===== src/rtl/crc_pkg.sv =====
// Shared types and elaboration helpers for the parametrised serial CRC engine.
package crc_pkg;

    typedef enum logic [1:0] {
        ST_IDLE      = 2'd0,
        ST_SHIFT_IN  = 2'd1,
        ST_SHIFT_OUT = 2'd2,
        ST_CHK_DONE  = 2'd3
    } crc_state_e;

    // Beat counter must hold CRC_W itself, not just CRC_W-1.
    function automatic int unsigned crc_cnt_w(input int unsigned w);
        return $clog2(w + 1);
    endfunction

    function automatic bit crc_w_legal(input int unsigned w);
        return (w >= 2) && (w <= 32);
    endfunction

endpackage


===== src/rtl/crc_lfsr_step.sv =====
// One serial LFSR step: shift right, MSB takes feedback, taps XOR feedback.
module crc_lfsr_step #(
    parameter int unsigned CRC_W = 8
) (
    input  logic [CRC_W-1:0] lfsr,
    input  logic             data,
    input  logic [CRC_W-1:0] poly,
    output logic [CRC_W-1:0] next_lfsr_c
);

    logic fb;
    logic unused_poly_msb;

    assign fb              = lfsr[0] ^ data;
    // The MSB always takes the feedback, so its tap bit carries no meaning.
    assign unused_poly_msb = poly[CRC_W-1];

    always_comb begin
        next_lfsr_c          = '0;
        next_lfsr_c[CRC_W-1] = fb;
        for (int i = 0; i < int'(CRC_W) - 1; i++) begin
            next_lfsr_c[i] = lfsr[i+1] ^ (poly[i] & fb);
        end
    end

endmodule


===== src/rtl/crc_engine.sv =====
// Serial CRC generator/checker with backpressured CRC stream, parallel snapshot
// and residue check.
module crc_engine
    import crc_pkg::*;
#(
    parameter int unsigned      CRC_W = 8,
    parameter logic [CRC_W-1:0] POLY  = 8'hC4,
    parameter logic [CRC_W-1:0] SEED  = 8'hD8
) (
    input  logic             CLK,
    input  logic             RST,
    input  logic             START,
    input  logic             CHECK_MODE,
    input  logic             ACTIVE,
    input  logic             DATA,
    input  logic             OUT_READY,
    output logic             Valid,
    output logic             CRC,
    output logic [CRC_W-1:0] CRC_VAL,
    output logic             BUSY,
    output logic             DONE,
    output logic             CRC_ERR
);

    localparam int unsigned CNT_W = crc_cnt_w(CRC_W);

    if (!crc_w_legal(CRC_W)) begin : g_bad_crc_w
        $error("crc_engine: CRC_W must lie in 2..32");
    end

    crc_state_e       state_q, state_d;
    logic [CRC_W-1:0] lfsr_q, lfsr_d;
    logic [CNT_W-1:0] cnt_q, cnt_d;
    logic             mode_q, mode_d;
    logic [CRC_W-1:0] crc_val_d;
    logic             err_d;
    logic             done_d;
    logic             valid_d;
    logic             crc_d;
    logic             busy_d;
    logic [CRC_W-1:0] step_src_c;
    logic [CRC_W-1:0] step_c;

    // A bit arriving with START is stepped on the fresh seed.
    assign step_src_c = START ? SEED : lfsr_q;

    crc_lfsr_step #(
        .CRC_W (CRC_W)
    ) u_step (
        .lfsr        (step_src_c),
        .data        (DATA),
        .poly        (POLY),
        .next_lfsr_c (step_c)
    );

    // Next-state and next-output logic.
    always_comb begin
        state_d   = state_q;
        lfsr_d    = lfsr_q;
        cnt_d     = cnt_q;
        mode_d    = mode_q;
        crc_val_d = CRC_VAL;
        err_d     = CRC_ERR;
        done_d    = 1'b0;

        if (START) begin
            // START wins in every state: reseed and begin a new frame.
            state_d = ST_SHIFT_IN;
            mode_d  = CHECK_MODE;
            err_d   = 1'b0;
            lfsr_d  = ACTIVE ? step_c : SEED;
        end else begin
            case (state_q)
                ST_SHIFT_IN: begin
                    if (ACTIVE) begin
                        lfsr_d = step_c;
                    end else begin
                        crc_val_d = lfsr_q;
                        if (mode_q) begin
                            state_d = ST_CHK_DONE;
                            done_d  = 1'b1;
                            err_d   = (lfsr_q != '0);
                        end else begin
                            state_d = ST_SHIFT_OUT;
                            cnt_d   = CNT_W'(CRC_W);
                        end
                    end
                end
                ST_SHIFT_OUT: begin
                    if (OUT_READY) begin
                        lfsr_d = lfsr_q >> 1;
                        cnt_d  = cnt_q - CNT_W'(1);
                        if (cnt_q == CNT_W'(1)) begin
                            state_d = ST_IDLE;
                            done_d  = 1'b1;
                        end
                    end
                end
                ST_CHK_DONE: state_d = ST_IDLE;
                default:     state_d = ST_IDLE;
            endcase
        end

        valid_d = (state_d == ST_SHIFT_OUT);
        crc_d   = valid_d & lfsr_d[0];
        busy_d  = (state_d != ST_IDLE);
    end

    // All state and outputs registered.
    always_ff @(posedge CLK or negedge RST) begin
        if (!RST) begin
            state_q <= ST_IDLE;
            lfsr_q  <= SEED;
            cnt_q   <= '0;
            mode_q  <= 1'b0;
            Valid   <= 1'b0;
            CRC     <= 1'b0;
            CRC_VAL <= '0;
            BUSY    <= 1'b0;
            DONE    <= 1'b0;
            CRC_ERR <= 1'b0;
        end else begin
            state_q <= state_d;
            lfsr_q  <= lfsr_d;
            cnt_q   <= cnt_d;
            mode_q  <= mode_d;
            Valid   <= valid_d;
            CRC     <= crc_d;
            CRC_VAL <= crc_val_d;
            BUSY    <= busy_d;
            DONE    <= done_d;
            CRC_ERR <= err_d;
        end
    end

endmodule


===== config.mk =====
export PLATFORM = sky130hd
export DESIGN_NAME = crc_engine
export DESIGN_NICKNAME = d
export VERILOG_FILES = /design/src/rtl/crc_pkg.sv /design/src/rtl/crc_lfsr_step.sv /design/src/rtl/crc_engine.sv
export SDC_FILE = /design/constraint.sdc
export NUM_CORES = 1
export LEC_CHECK = 0
export ABC_AREA = 1
export CAP_MARGIN = 20
export CELL_PAD_IN_SITES_DETAIL_PLACEMENT = 0
export CELL_PAD_IN_SITES_GLOBAL_PLACEMENT = 1
export CORE_MARGIN = 1.5
export CORE_UTILIZATION = 30
export DETAILED_ROUTE_END_ITERATION = 12
export PLACE_DENSITY = 0.66
export SYNTH_ARGS = -nofsm -noshare
export SYNTH_HDL_FRONTEND = slang
export SYNTH_SLANG_ARGS = --single-unit

===== constraint.sdc =====
create_clock -name CLK -period 1.7 [get_ports CLK]
set_clock_uncertainty 0.1 [all_clocks]
set_input_delay 0.17 -clock CLK [delete_from_list [all_inputs] [get_ports CLK]]
set_output_delay 0.17 -clock CLK [all_outputs]
set_load 0.01 [all_outputs]

==> reports/summary.txt <==
Setup tns final -> 0 ns
Clk buf depth -> 2
Clock Pin Slew Worst Setup and Hold Paths -> 0.10 ns
Synth top area cells -> dfrtp_1, nand2_1, dfstp_2
Core ar. -> 0.00447 mm²
Antenna Nets Post-Route -> 0
Die Area -> 0.00520 mm²
Critical Path RT -> 1.77 ns
Worst hold path type -> input port to asynchronous set/reset pin
Antenna Cells -> 0
Most frequent cell after synthesis -> nand2_1
Final worst-path cycle share -> 92.9%
CP max-delay cell -> dfrtp_1
Seq/Total Area, Yosys -> 49.2%
Initial Util -> 32.0%
Number of DRC markers in iteration 0 -> 53
Remaining Overflow, GRT -> 0
Synth area leader -> dfrtp_1
Vias per inst -> 4.81
Count of cell types in the netlist -> 31
CTS tree -> done
Number of global-route vias before repair -> 1,173
Max-slew headroom -> 75.3%
Final GP Congestion -> 0.881
Drt first pass iters -> 4
Largest net degree at the start of global routing -> 29
R2r startpoint -> state_q[0]
Clock Sinks -> 28
Worst reg2reg path depth -> 9
Final Critical Period -> 1.58 ns
Gr usage total -> 13.7%
Crit path cell chain -> inv_1 -> ha_4 -> nand2_2 -> o21ai_4 -> nand2_2 -> nand2_4 -> inv_2 -> a21oi_1 -> a21oi_1
Cell area after placement -> 0.00169 mm²
Synth cell count leaders -> nand2_1, dfrtp_1, inv_1
EDFF count, synth -> 0
Vias -> 1,173
Slew Viols, Final -> 0
Slowest stage delay, CP -> 0.42 ns
Die width -> 72.1 µm
Static Leakage -> 0.000874 µW
Post-DP HPWL -> 2.37 mm
Synth async-reset ratio -> 100%
Worst-Margin Slew -> 0.370 ns
Top cell type's share of synthesized area -> 41.9%
Synth warnings -> 0
Port buffer count -> 19
Main synth FF type -> dfrtp_1
Met2 global-route usage -> 21.7%
RSZ-0062 raised after global routing -> false
Syn avg cell area -> 8.74 µm²
WP data arrival -> 1.65 ns
Placed cell count -> 236
Fillers -> 470
Status -> completed
Grt peak-use layer -> met2
Clock latency on the worst-skew pair -> 0.28 ns
WL/cell -> 13.1 µm
Htree depth -> 1
Layout cells sized above 1 -> 20.3%
Clock Tree Root -> clkbuf_8
Cell Count, Final, Fillers Out -> 244
Remaining DRCs -> 0
Detailed Route WL -> 3.20 mm
FMAX -> 0.633 GHz
Final setup violating endpoints -> 0
Syn Inst Count -> 164
Site row count -> 24
P&R area growth vs syn -> 26.5%
Initial antenna violation count -> 0
DIE HEIGHT -> 72.1 µm
Final Hold Fails -> 0
Post-Synthesis Cell Area -> 0.00143 mm²
Startpoint Class -> flip-flop
Synth Net Count -> 175
Reg2reg setup slack -> 0.12 ns
Critical R2R Capture -> lfsr_q[2]
Global routing usage on met1 -> 18.5%
First-pass GRT wire length -> 5.49 mm
CP Max Fanout -> 7
Power per cell area -> 917 mW/mm²
Cell area after layout -> 0.00181 mm²
Hold WS -> 0.154 ns
Nets -> 204
Met3 Use GR -> 2.08%
Crit Path Class -> flip-flop to flip-flop
Critical Path End Type -> flip-flop
Max-cap violations -> 0
Ports -> 20
Maximum VDD drop -> 0.000258 V
Synthesis-stage register bit count -> 28
Num CTS Buffers -> 3
## routing by layer
layer | vias up | share of wire [%] | routed length [µm]
met1 | 552 | 48 | 1540
met3 | 4 | 3.2 | 101
met2 | 26 | 47 | 1500
met4 | 0 | 1.9 | 62
li1 | 591 | - | -
met5 | - | 0 | 0
## stage by stage
stage               util, %  power, µW  worst slack (ns)
floorplan                 -       1050             0.220
global placement       37.8       1220            0.0599
detailed placement     37.8       1230            0.0103
CTS                    39.0       1660            0.0150
global route           40.5       1770            0.0153
finish                 40.5       1660             0.121
## worst max-delay path by stage
stage | from | end | slack, ns | cells past startpoint
after detailed placement | ACTIVE | cnt_q[3] | 0.01 | 8
after CTS | state_q[0] | cnt_q[3] | 0.02 | 8
after global placement | state_q[0] | lfsr_q[2] | 0.06 | 9
after floorplan | state_q[0] | lfsr_q[3] | 0.22 | 5
final | state_q[0] | lfsr_q[2] | 0.12 | 9
after global routing | state_q[1] | CRC | 0.02 | 7
## layout make-up
| cell class | instances | area (µm²) | area share [%] |
|---|---|---|---|
| clock buffer | 4 | 55.1 | 3.03 |
| inverter | 27 | 101 | 5.59 |
| multi-input combinational | 106 | 637 | 35.1 |
| sequential | 28 | 706 | 38.9 |
| tap | 52 | 65.1 | 3.59 |
| timing repair buffer | 27 | 250 | 13.8 |
## power breakdown
| part | internal, µW | switching, µW | leakage (µW) | total (µW) |
|---|---|---|---|---|
| sequential | 762 | 52.8 | 0.000353 | 815 |
| combinational | 203 | 221 | 0.000492 | 423 |
| clock | 208 | 218 | 0.0000288 | 426 |
| total | 1170 | 492 | 0.000874 | 1660 |
## critical path, delay by kind of cell (launching register included)
kind                       cells  cell delay, ns
DFF                            1            0.42
and+or+nand+nor                3            0.29
AOI/OAI and AO/OA              3            0.29
adders and majority gates      1            0.19
buffers and inverters          2            0.17
## sequential cells by signal, summed over array words and instances (netlist names)
| name | count |
|---|---|
| state_q | 2 |
| cnt_q | 4 |
| BUSY | 1 |
| CRC_VAL | 8 |
| DONE | 1 |
| mode_q | 1 |
| CRC_ERR | 1 |
| Valid | 1 |
| CRC | 1 |
| lfsr_q | 8 |
## cell families (layout without fill, tap and decap cells)
| group | Yosys count | in the layout | share of synthesized area [%] |
|---|---|---|---|
| muxes | 3 | 3 | 2.36 |
| AOI/OAI and AO/OA | 28 | 28 | 11.7 |
| adders and majority gates | 4 | 4 | 3.49 |
| and+or+nand+nor | 69 | 69 | 23.0 |
| xor gates and xnor gates | 2 | 2 | 1.22 |
| DFF | 28 | 28 | 49.2 |
| buffers and inverters | 30 | 58 | 8.99 |
## placed cells by master, fill, tap and decap left out, types with 3 or more instances in the layout
master	count
nand2_1	34
dfrtp_1	24
inv_1	21
clkdlybuf4s50_1	19
nand3_1	13
o21ai_0	11
buf_4	8
nor2_1	7
inv_2	5
nand2_2	4
o21ai_1	4
clkbuf_8	4
dfstp_2	4
mux2_2	3
## repair_timing
item	in CTS	in global routing
buffers inserted	0	4
resized for setup	0	7
hold buffers	0	0
endpoints found under the setup margin	0	13
(Power assumes the default switching activity.)
